==> config.mk <==
export PLATFORM = sky130hd
export DESIGN_NAME = path_entry_ctrl_flat
export DESIGN_NICKNAME = d
export VERILOG_FILES = /design/src/rtl/path_entry_pkg.sv /design/src/rtl/path_entry_ctrl_if.sv /design/src/rtl/sync_2ff.sv /design/src/rtl/path_entry_ctrl.sv /design/src/flat_wrapper.sv
export SDC_FILE = /design/constraint.sdc
export NUM_CORES = 1
export LEC_CHECK = 0
export ABC_AREA = 1
export ABC_CLOCK_PERIOD_IN_PS = 3600
export CORE_MARGIN = 3
export CORE_UTILIZATION = 49
export CTS_CLUSTER_DIAMETER = 120
export DETAILED_ROUTE_END_ITERATION = 6
export PLACE_DENSITY = 0.74
export SLEW_MARGIN = 25
export SYNTH_ARGS = -nofsm -noshare
export SYNTH_HDL_FRONTEND = slang
export SYNTH_SLANG_ARGS = --single-unit
==> constraint.sdc <==
create_clock -name clk -period 3.6 [get_ports clk]
set_input_delay 0.54 -clock clk [delete_from_list [all_inputs] [get_ports clk]]
set_output_delay 0.54 -clock clk [all_outputs]
set_load 0.05 [all_outputs]
==> src/rtl/path_entry_pkg.sv <==
`default_nettype none
// ============================================================================
//  Module   : path_entry_pkg
//  Purpose  : Shared types and constants for the path-entry controller:
//             debounce FSM state encoding, largest accepted digit and the
//             saturation limit of the strobe counter.
//  Revision : 1.0  initial release
// ============================================================================
package path_entry_pkg;

  // Debounce FSM states
  typedef enum logic [1:0] {
    ST_IDLE         = 2'd0,
    ST_PRESS_WAIT   = 2'd1,
    ST_HELD         = 2'd2,
    ST_RELEASE_WAIT = 2'd3
  } state_t;

  // Largest code treated as a decimal digit when filtering is enabled
  localparam logic [3:0] MAX_DIGIT       = 4'd9;
  // entry_count stops here rather than wrapping
  localparam logic [2:0] ENTRY_COUNT_MAX = 3'd7;

  // True when the code is a decimal digit 0..9
  function automatic logic is_valid_digit(input logic [3:0] code);
    return (code <= MAX_DIGIT);
  endfunction

endpackage
`default_nettype wire

==> src/rtl/path_entry_ctrl_if.sv <==
`default_nettype none
// ============================================================================
//  Module   : path_entry_ctrl_if
//  Purpose  : Groups the raw operator inputs and the digit-strobe outputs of
//             the path-entry controller. The controller uses the slave view,
//             whoever drives the button/switches uses the master view.
//  Revision : 1.0  initial release
// ============================================================================
interface path_entry_ctrl_if;

  logic       btn_raw;       // bouncing "enter" button, 1 = pressed
  logic [3:0] sw_raw;        // path-digit switches, unsynchronized
  logic       insere;        // one-cycle strobe: new accepted digit
  logic [3:0] path_input;    // registered digit, valid while insere = 1
  logic       invalid_flag;  // one-cycle strobe: rejected code
  logic [2:0] entry_count;   // strobes since reset, saturating at 7

  modport master (
    output btn_raw, sw_raw,
    input  insere, path_input, invalid_flag, entry_count
  );

  modport slave (
    input  btn_raw, sw_raw,
    output insere, path_input, invalid_flag, entry_count
  );

endinterface
`default_nettype wire

==> src/rtl/sync_2ff.sv <==
`default_nettype none
// ============================================================================
//  Module   : sync_2ff
//  Purpose  : Two-flop synchronizer, WIDTH bits wide, two cycles of latency.
//             Each bit is synchronized independently; multi-bit users must
//             tolerate bits settling on different cycles.
//  Revision : 1.0  initial release
// ============================================================================
module sync_2ff #(
  parameter int WIDTH = 1
) (
  input  logic             clk,
  input  logic             reset,
  input  logic [WIDTH-1:0] d,
  output logic [WIDTH-1:0] q
);

  logic [WIDTH-1:0] meta_d, meta_q;
  logic [WIDTH-1:0] sync_d, sync_q;

  // Next values of the two synchronizer stages
  always_comb begin
    meta_d = d;
    sync_d = meta_q;
  end

  // Synchronizer chain, cleared asynchronously
  always_ff @(posedge clk or posedge reset) begin
    if (reset) begin
      meta_q <= '0;
      sync_q <= '0;
    end else begin
      meta_q <= meta_d;
      sync_q <= sync_d;
    end
  end

  assign q = sync_q;

endmodule
`default_nettype wire

==> src/rtl/path_entry_ctrl.sv <==
`default_nettype none
// ============================================================================
//  Module   : path_entry_ctrl
//  Purpose  : Debounces the "enter" button and, once per debounced press,
//             captures the switch code and strobes it to the path checker.
//             Optional build macro DIGIT_FILTER_EN: codes above 9 raise
//             invalid_flag instead of insere and leave path_input and
//             entry_count untouched.
//  Revision : 1.0  initial release
// ============================================================================
module path_entry_ctrl
  import path_entry_pkg::*;
#(
  parameter int DEBOUNCE_CYCLES = 16
) (
  input  logic              clk,
  input  logic              reset,
  path_entry_ctrl_if.slave  bus
);

  localparam int              CNT_W      = $clog2(DEBOUNCE_CYCLES) + 1;
  localparam logic [CNT_W-1:0] CNT_TARGET = CNT_W'(DEBOUNCE_CYCLES);
  localparam logic [CNT_W-1:0] CNT_ONE    = CNT_W'(1);

  logic       btn_sync;
  logic [3:0] sw_sync;

  state_t           state_d, state_q;
  logic [CNT_W-1:0] cnt_d, cnt_q;
  logic             insere_d, insere_q;
  logic             invalid_d, invalid_q;
  logic [3:0]       path_d, path_q;
  logic [2:0]       count_d, count_q;

  sync_2ff #(.WIDTH(1)) u_sync_btn (
    .clk   (clk),
    .reset (reset),
    .d     (bus.btn_raw),
    .q     (btn_sync)
  );

  sync_2ff #(.WIDTH(4)) u_sync_sw (
    .clk   (clk),
    .reset (reset),
    .d     (bus.sw_raw),
    .q     (sw_sync)
  );

  // Debounce FSM next state; the press is accepted one cycle after the
  // counter has reached DEBOUNCE_CYCLES, which is where the switches are
  // sampled and the strobe is launched.
  always_comb begin
    state_d   = state_q;
    cnt_d     = cnt_q;
    insere_d  = 1'b0;
    invalid_d = 1'b0;
    path_d    = path_q;
    count_d   = count_q;

    case (state_q)
      ST_IDLE: begin
        if (btn_sync) begin
          state_d = ST_PRESS_WAIT;
          cnt_d   = CNT_ONE;
        end
      end

      ST_PRESS_WAIT: begin
        if (!btn_sync) begin
          state_d = ST_IDLE;
          cnt_d   = '0;
        end else if (cnt_q >= CNT_TARGET) begin
          state_d = ST_HELD;
          cnt_d   = '0;
`ifdef DIGIT_FILTER_EN
          if (!is_valid_digit(sw_sync)) begin
            invalid_d = 1'b1;
          end else begin
            insere_d = 1'b1;
            path_d   = sw_sync;
            count_d  = (count_q == ENTRY_COUNT_MAX) ? count_q : count_q + 3'd1;
          end
`else
          insere_d = 1'b1;
          path_d   = sw_sync;
          count_d  = (count_q == ENTRY_COUNT_MAX) ? count_q : count_q + 3'd1;
`endif
        end else begin
          cnt_d = cnt_q + CNT_ONE;
        end
      end

      ST_HELD: begin
        // A long hold never re-triggers; only a release leaves this state
        if (!btn_sync) begin
          state_d = ST_RELEASE_WAIT;
          cnt_d   = CNT_ONE;
        end
      end

      ST_RELEASE_WAIT: begin
        if (btn_sync) begin
          // Release bounce: back to HELD without a new strobe
          state_d = ST_HELD;
          cnt_d   = '0;
        end else if (cnt_q >= CNT_TARGET) begin
          state_d = ST_IDLE;
          cnt_d   = '0;
        end else begin
          cnt_d = cnt_q + CNT_ONE;
        end
      end

      default: begin
        state_d = ST_IDLE;
        cnt_d   = '0;
      end
    endcase
  end

  // State, counter and registered outputs
  always_ff @(posedge clk or posedge reset) begin
    if (reset) begin
      state_q   <= ST_IDLE;
      cnt_q     <= '0;
      insere_q  <= 1'b0;
      invalid_q <= 1'b0;
      path_q    <= 4'b0000;
      count_q   <= 3'd0;
    end else begin
      state_q   <= state_d;
      cnt_q     <= cnt_d;
      insere_q  <= insere_d;
      invalid_q <= invalid_d;
      path_q    <= path_d;
      count_q   <= count_d;
    end
  end

  assign bus.insere       = insere_q;
  assign bus.invalid_flag = invalid_q;
  assign bus.path_input   = path_q;
  assign bus.entry_count  = count_q;

endmodule
`default_nettype wire

==> src/flat_wrapper.sv <==
// flat-port wrapper written by rule: the top's interface ports become plain ports
module path_entry_ctrl_flat import path_entry_pkg::*;
#(
  parameter int DEBOUNCE_CYCLES = 16
)
  (clk, reset, bus_btn_raw, bus_sw_raw, bus_insere, bus_path_input, bus_invalid_flag, bus_entry_count);
  path_entry_ctrl_if bus_i ();
  input  logic clk;
  input  logic reset;
  input wire logic [$bits(bus_i.btn_raw)-1:0] bus_btn_raw;
  input wire logic [$bits(bus_i.sw_raw)-1:0] bus_sw_raw;
  output wire logic [$bits(bus_i.insere)-1:0] bus_insere;
  output wire logic [$bits(bus_i.path_input)-1:0] bus_path_input;
  output wire logic [$bits(bus_i.invalid_flag)-1:0] bus_invalid_flag;
  output wire logic [$bits(bus_i.entry_count)-1:0] bus_entry_count;
  assign bus_i.btn_raw = bus_btn_raw;
  assign bus_i.sw_raw = bus_sw_raw;
  assign bus_insere = bus_i.insere;
  assign bus_path_input = bus_i.path_input;
  assign bus_invalid_flag = bus_i.invalid_flag;
  assign bus_entry_count = bus_i.entry_count;
  path_entry_ctrl #(.DEBOUNCE_CYCLES(DEBOUNCE_CYCLES)) u_core (.clk(clk), .reset(reset), .bus(bus_i));
endmodule
==> flow_summary.ini <==
[timing]
final.setup.tns_ps = 0
worst_pin_slew_ps = 899
fin_crit_sh_pct = 58.5
whs_ps = 365
fin_skew_ps = 7.81
period_needed_ps = 2110
fmax_mhz = 475
relSlewSlack_pct = 40.0
finalHoldViolCount = 0
slew_violations = 0
setup_viol = 0
grt_setup_unrepaired = no

[logic_synthesis]
synth_nets = 104
yosys_warnings = 0
muxShareOfSynthArea_pct = 0
synth_compound_area_share_pct = 4.04
synth_xor_xnor_area_share_pct = 1.64
synth_simple_gate_area_share_pct = 20.1
yosysUniqueCellTypes = 19
ys_seq_elements = 25
synth_area_per_cell_um2 = 10.7
synth_top_family_by_area = simple AND/OR/NAND/NOR gates
yosysSeqAreaShare_pct = 63.1
synth_adder_area_share_pct = 5.05
synth_cells = 93
synthesis.area_um2 = 991

[worst_setup_path]
worstReg2RegStart = u_core.bus.entry_count[0]
max_stage_delay_ps = 830
path_cells = clkdlybuf4s50_1
cp-start-kind = flop
slowest_stage = clkdlybuf4s50_1
end_kind = output pin
cp.arrival_ps = 1570
path_max_fanout = 3
required_ps = 3060
critPathLaunch = u_core.bus.entry_count[0]
critical_path_class = reg2out
cp_top_family = buffers and inverters
crit_buf_inv = 1

[min_path]
hp-start = u_core.u_sync_sw.meta_q[2]
hold_class = reg2reg

[grt]
grt_usage_pct = 14.3
grt_pass1_vias = 694
top_usage_layer = met2
grt_max_degree = 26
gr-usage-met1_pct = 15.8
antenna_found_initial = 0
globalRouteOverflowTotal = 0
grt.met2_usage_pct = 25.5
use_met3_pct = 2.62
grt_pass1_wl_um = 2750

[cells_and_area]
nFillCells = 165
layout_commonest_cell = nand2_1
instances_no_fill = 135
antenna_cells = 0
drive_gt1_share_pct = 10.0
area_growth_pct = 19.3
mostFrequentLayoutCells = nand2_1, dfrtp_1, clkdlybuf4s50_1
nets = 122

[die]
die_area_um2 = 2600
initial_utilization_pct = 54.4
core-area_um2 = 1820
io_pins = 16
die_x_um = 51.0
die_h_um = 51.0
row_count = 15

[flow_run]
maxCapViolCount = 0

[route]
dr.pass1.iters = 2
drt_iter0_drc = 2
postRouteAntennaNets = 0
vias = 655
route.detailed.drc = 0
via_per_inst = 4.85
wl_per_cell_um = 11.2
wl_um = 1510

[pwr]
peakVddDrop_mv = 0.307
p_leak_nw = 0.611
pwr_density_cell_nw_per_um2 = 451

[cts]
clock_latency_ps = 310
cts_resized = 0
cts-buffers-inserted = 3
cts_hold_buf = 0
cts_buffer_depth = 2
path_clk_slew_ps = 130
cts_tree = done
cts.sinks = 25
htreeDepth = 1
clockRootBuffer = clkbuf_4
cts_setup_buffers = 0

[outcome]
status = finished, final reports clean

[place]
hpwl_um = 1180
dp_cells = 131
io_buffers = 14
routabilityCongestion = 0.812
==> synth_stat cells <==
cell	count	share of area, %
xnor2_2	1	1.6
nand3_1	7	3.5
o22ai_1	1	0.63
buf_4	1	0.76
nand4_1	1	0.63
o21ai_0	3	1.5
dfrtp_1	25	63
o21ai_1	1	0.50
nand2_2	1	0.63
inv_1	12	4.5
nand2_1	28	11
conb_1	1	0.38
ha_1	4	5.1
nor2_8	1	2.0
o21ai_2	1	0.88
inv_2	1	0.38
nor2_1	1	0.38
nand2_4	2	2.3
a21oi_1	1	0.50
==> stage by stage <==
step	setup slack, ps	instance area, um2	total power [mW]	util (%)
3_5_place_dp	1840	1150	0.420	63.4
6_report	1490	1180	0.533	64.9
2_1_floorplan	2120	991	0.395	-
4_1_cts	1480	1180	0.540	64.9
3_3_place_gp	1860	1150	0.414	63.4
5_1_grt	1440	1180	0.572	64.9
==> layout make-up <==
cell class              instances  area, um2  share of cell area, %
clock inverters                 1       5.00                  0.423
multi-input cells              54        309                   26.1
clock buffers                   3       22.5                   1.90
well taps                      25       31.3                   2.65
inverters                      13       48.8                   4.13
flip-flops and latches         25        626                   52.9
repair buffers                 14        140                   11.9
==> logic make-up (layout without fill, tap and decap cells) <==
| group | Yosys count | after routing |
|---|---|---|
| compound gates | 7 | 7 |
| buf+inv | 14 | 31 |
| fa+ha+maj | 4 | 4 |
| xor+xnor | 1 | 1 |
| flops | 25 | 25 |
| simple gates | 41 | 41 |
| other cells | 1 | 1 |
==> report_power, final <==
part / switching, mW / internal, mW / leakage, nW
combinational: 0.0516 / 0.0307 / 0.273
clock: 0.0777 / 0.0414 / 0.0177
sequential: 0.0259 / 0.306 / 0.320
==> flip-flops by register name, summed over array words and instances, names as in the netlist, named ones only <==
register	count
u_core.bus.path_input	4
u_core.u_sync_btn.meta_q	1
u_core.cnt_q	5
u_core.bus.insere	1
u_core.u_sync_btn.q	1
u_core.bus.entry_count	3
u_core.u_sync_sw.meta_q	4
u_core.state_q	1
u_core.u_sync_sw.q	4
==> metal layers <==
layer | wire length (um) | up-vias
li1 | - | 320
met1 | 662 | 322
met2 | 769 | 11
met3 | 58 | 2
met4 | 17 | 0
met5 | 0 | -
==> worst paths after layout <==
kind / cells after the start / end / slack [ps]
worst max-delay path: 1 / bus_entry_count[0] / 1490
worst min-delay path: 0 / u_core.u_sync_sw.q[2] / 370
worst max register to register: 5 / u_core.bus.entry_count[0] / 2300
worst min register to register: 0 / u_core.u_sync_sw.q[2] / 370
max in group asynchronous: 2 / u_core.bus.path_input[1] / 2340
min in group asynchronous: 2 / u_core.u_sync_btn.meta_q / 700
(Power assumes the default switching activity.)
==> RTL change 1, RTL diff (same flow settings) <==
Add a define of `DIGIT_FILTER_EN`.
--- a/src/rtl/path_entry_ctrl.sv
+++ b/src/rtl/path_entry_ctrl.sv
@@ -9,4 +9,6 @@
 //  Revision : 1.0  initial release
 // ============================================================================
+`define DIGIT_FILTER_EN
+
 module path_entry_ctrl
   import path_entry_pkg::*;
Function: no difference found for any inputs over 10 cycles, from zero or initial values and one cycle with reset high; that may be too few to reach the edited logic, so the function may still have changed.
==> RTL change 1 against the original RTL <==
  * Final cell count grew 5.2%
  * First-iteration DRC count grew to 2.5 times the old value
  * Die area grew 1.2%
  * Synthesized cell count grew 5.4%
  * Setup slack gained 0.029 ns
  * Utilization grew 2.2 points
  * Largest cell class unchanged
  * Sequential cell count grew 1
  * Final area grew 3.4%
  * Synthesized area grew 1.4%
  * Non-clock buffer count grew 1
  * Sequential share of layout area grew 0.31 points
  * Critical path type unchanged
  * Wire length grew 1.3%
Power is not compared: it rests on default switching activity, and its combinational part moved more than twofold at a synthesized area within 25%.
==> RTL change 1: results (changes against the original RTL) <==
----------------------------------------------------
[Run status]
  Result of the run ... completed

[Logic synthesis]
  Yosys cell types ... 16 (-3)
  Post-Synth Adder-Cell Area ... 4.98% (-0.069 points)
  List of most frequent post-synthesis cells ... 37 x sky130_fd_sc_hd__nand2_1, 26 x sky130_fd_sc_hd__dfrtp_1, 10 x sky130_fd_sc_hd__inv_1
  Number of nets in the synthesized netlist ... 109 (+4.8%)
  Mux contribution to synthesized area ... 0% (unchanged)
  Share of the yosys chip area belonging to registers ... 64.8% (+1.6 points)
  Parity-gate share of the synthesized area counting xor and xnor cells ... 0.872% (-0.77 points)
  Area fraction of the dominant cell type after synthesis ... 64.8% (+1.6 points)
  Synth area leaders ... sky130_fd_sc_hd__dfrtp_1 65%, sky130_fd_sc_hd__nand2_1 14%, sky130_fd_sc_hd__ha_1 5.0%, sky130_fd_sc_hd__inv_1 3.7%, sky130_fd_sc_hd__nand4_1 2.5%
  Complex-gate fraction of the synthesized area ... 3.61% (-0.43 points)

[Worst hold path]
  Hold path depth ... 0 (unchanged)
  Startpoint of the tightest hold check path ... u_core.u_sync_sw.meta_q[1]$_DFF_PP0_
  Terminating pin of the worst hold path ... u_core.u_sync_sw.q[1]$_DFF_PP0_

[Clocking]
  Clock Path Buffers ... 2 (unchanged)
  Number of buffers created by CTS ... 3 (unchanged)
  Root Buffer ... sky130_fd_sc_hd__clkbuf_4
  Later-pin clock latency in the skew report ... 0.31 ns (about the same)
  Number of post-CTS setup repair buffers ... 0 (unchanged)

[Drt]
  First-pass DRT Iterations ... 3 (+1)
  Post-DR vias/cell ... 4.84 (-0.28%)
  Starting DRC count in detailed routing ... 5 (+3)
  Total length of routed wires ... 1530 um (+1.3%)

[Critical path]
  Largest driver fanout on the critical path ... 4 (+1)
  Kind of end point of the critical path ... output pin
  FF-to-FF path depth ... 6 (+1)
  Reg2Reg Setup Slack ... 2.32 ns (+0.02 ns)
  Largest stage delay on the critical path ... 0.82 ns
  Endpoint of the most critical setup path ... bus_entry_count[0]
  Classification of the worst setup path ... reg2out

[Final layout]
  Net total in the final layout ... 129 (+5.7%)
  Layout cells sized above 1 ... 8.55% (-1.5 points)
  Largest Register ... u_core.cnt_q
  Max reg flops ... 5 (unchanged)

[STA]
  Worst hold slack after final layout ... 0.364 ns (-0.00131 ns)
  Worst slew margin relative to its limit ... 39.7% (-0.34 points)
  Post-Route Skew ... 0.000808 ns (-0.00700 ns)

[Pwr]
  Worst vdd rail ir drop ... 0.284 mV
  Static leakage ... 0.617 nW

[GRT]
  Global-route usage over all layers ... 14.3% (about the same)
  First-pass GRT wire length ... 2860 um (+3.7%)
  Largest net degree at the start of global routing ... 27 (+3.8%)
  Vias in the first global route ... 675 (-2.7%)
  Antenna violations before repair ... 0 (unchanged)

[Place]
  Number of I/O port buffers ... 15 (+1)
  DP HPWL ... 1180 um (-0.31%)
  Cell area after placement ... 0.00119 mm^2 (+2.7%)
  Routability Congestion ... 0.818 (+0.70%)

----------------------------------------------------
==> RTL change 1: cell types whose count changed after synthesis, moves of 2 or more <==
cell,before,now
sky130_fd_sc_hd__nand3_1,7,2
sky130_fd_sc_hd__inv_1,12,10
sky130_fd_sc_hd__nand2_4,2,0
sky130_fd_sc_hd__nand2_2,1,3
sky130_fd_sc_hd__nand4_1,1,4
sky130_fd_sc_hd__nand2_1,28,37
==> RTL change 1: layout make-up <==
type / instances / area, um^2
repair buffers: 15 / 150
fillers: 158 / 598
flip-flops and latches: 26 / 651
multi-input cells: 61 / 312
clock buffers: 4 / 36.3
inverters: 11 / 42.5
well taps: 25 / 31.3
==> RTL change 1: routing by layer <==
metal | routed length (um) | vias to the layer above | global-route usage [%] | share of wire [%]
met5 | 0 | - | 0 | 0
met4 | 7 | 0 | 3.93 | 0.46
met3 | 54 | 2 | 2.62 | 3.5
met2 | 753 | 10 | 25.5 | 49
met1 | 710 | 332 | 17.7 | 47
li1 | - | 343 | - | -
==> RTL change 1: power groups by stage <==
stage               clock network [mW]  logic, mW  registers (mW)
CTS                              0.146     0.0281           0.310
floorplan                            0     0.0170           0.314
detailed placement                   0     0.0280           0.316
global placement                     0     0.0264           0.315
finish                           0.142     0.0273           0.310
global route                     0.161     0.0321           0.312
==> RTL change 1: cells by family after synthesis <==
kind of cell | count (synthesis)
and+or+nand+nor | 50
DFF | 26
buffers and inverters | 11
AOI/OAI and AO/OA | 6
adders and majority gates | 4
xor gates and xnor gates | 1
==> RTL change 1: per-stage QoR <==
| step | setup slack (ns) | instances |
|---|---|---|
| 2_1_floorplan | 2.15 | 98 |
| 3_3_place_gp | 1.89 | 138 |
| 3_5_place_dp | 1.88 | 138 |
| 4_1_cts | 1.51 | 142 |
| 5_1_grt | 1.45 | 142 |
| 6_report | 1.52 | 142 |
==> RTL change 2, RTL diff (same flow settings) <==
Without the edit above. Encoding of `state_t`: now one-hot (4 bits for 4 states).
--- a/src/rtl/path_entry_pkg.sv
+++ b/src/rtl/path_entry_pkg.sv
@@ -10,9 +10,9 @@
 
   // Debounce FSM states
-  typedef enum logic [1:0] {
-    ST_IDLE         = 2'd0,
-    ST_PRESS_WAIT   = 2'd1,
-    ST_HELD         = 2'd2,
-    ST_RELEASE_WAIT = 2'd3
+  typedef enum logic [3:0] {
+    ST_IDLE         = 4'b0001,
+    ST_PRESS_WAIT   = 4'b0010,
+    ST_HELD         = 4'b0100,
+    ST_RELEASE_WAIT = 4'b1000
   } state_t;
 
Formal check against the unedited RTL: no difference found for any inputs over 10 cycles, from zero or initial values and one cycle with reset high; not proved beyond that.
==> RTL change 2 against the original RTL <==
  * Via count increased by 26%
  * Sequential cell count increased by 2
  * Synthesized area increased by 20%
  * Wire length increased by 25%
  * Sequential share of layout area decreased by 4.1 points
  * Setup slack improved by 0.017 ns
  * Final cell count increased by 28%
  * Non-clock buffer count unchanged
  * Hold slack improved by 0.00095 ns
  * Final area increased by 17%
Power is not compared: it rests on default switching activity, and its combinational part moved more than twofold at a synthesized area within 25%.
==> RTL change 2: results (changes against the original RTL) <==
----------------------------------------------------
[Logic synthesis]
  List of most frequent post-synthesis cells ... 50 x sky130_fd_sc_hd__nand2_1, 26 x sky130_fd_sc_hd__dfrtp_1, 9 x sky130_fd_sc_hd__nor2_1
  Parity-gate share of the synthesized area counting xor and xnor cells ... 1.47% (-0.17 points)
  Cell count after synthesis ... 128 (+38%)
  Number of register bits inferred by synthesis ... 27 (+8.0%)
  Post-Synth Adder-Cell Area ... 4.21% (-0.84 points)
  Yosys cell types ... 20 (+1)

[GRT]
  Met1 track utilization from global routing ... 19.9% (+4.1 points)
  First-pass GRT wire length ... 3570 um (+30%)
  Met2 global-route usage ... 22.8% (-2.7 points)
  GR Layer Usage met3 ... 3.50% (+0.88 points)
  Global-route usage over all layers ... 14.5% (+0.18 points)
  Largest net degree at the start of global routing ... 28 (+7.7%)

[Final layout]
  Multi-input gate share of total cell area ... 32.4% (+6.2 points)
  Multi-input gates ... 85 (+57%)
  Non-clock inverter count in the final layout ... 15 (+2)
  Non-clk buf share ... 10.1% (-1.8 points)
  Area added between synthesis and finish ... 16.6%
  Net total in the final layout ... 157 (+29%)
  Final instance area ... 0.00139 mm^2 (+17%)

[Drt]
  Length of routed met2 wiring ... 889 um (+16%)
  Wire length per cell after detailed routing ... 10.8 um (-2.8%)
  Total length of routed wires ... 1880 um (+25%)
  Starting DRC count in detailed routing ... 14 (+12)

[Critical path]
  FF-to-FF path depth ... 9 (+4)
  Largest driver fanout on the critical path ... 4 (+1)
  Signal arrival time at the worst endpoint ... 1.55 ns (-0.02 ns)
  Reg2Reg Setup Slack ... 2.26 ns (-0.04 ns)

[Place]
  Routability Congestion ... 0.833 (+2.6%)
  DP HPWL ... 1500 um (+27%)
  Cell area after placement ... 0.00136 mm^2 (+18%)

[STA]
  Post-route worst setup slack ... 1.51 ns (+0.0172 ns)
  Post-Route Skew ... 0.0138 ns (+0.00599 ns)

[Run status]
  Result of the run ... completed

[Pwr]
  Total Power Consumption ... 664 uW

[Clocking]
  Clock-pin transition on the worst setup and hold timing paths ... 0.15 ns (+0.02 ns)

----------------------------------------------------
RTL change 2: changes by cell type after synthesis, moves of 2 or more:
cell and change:
sky130_fd_sc_hd__inv_1 -5, sky130_fd_sc_hd__nand2_4 -2, sky130_fd_sc_hd__nor2_4 +4, sky130_fd_sc_hd__o21ai_2 +2
sky130_fd_sc_hd__nand3_1 -4, sky130_fd_sc_hd__nand2_1 +22, sky130_fd_sc_hd__nor2_1 +8, sky130_fd_sc_hd__inv_2 +7
RTL change 2: worst min-delay path by stage:
stage | to | slack (ns) | depth (start not counted)
final | u_core.u_sync_sw.q[1]$_DFF_PP0_ | 0.37 | 0
after global routing | u_core.u_sync_sw.q[2]$_DFF_PP0_ | 0.38 | 0
after detailed placement | u_core.u_sync_sw.q[1]$_DFF_PP0_ | 0.33 | 0
after global placement | u_core.u_sync_sw.q[0]$_DFF_PP0_ | 0.33 | 0
after CTS | u_core.u_sync_sw.q[1]$_DFF_PP0_ | 0.37 | 0
after floorplan | u_core.u_sync_btn.q$_DFF_PP0_ | 0.33 | 0
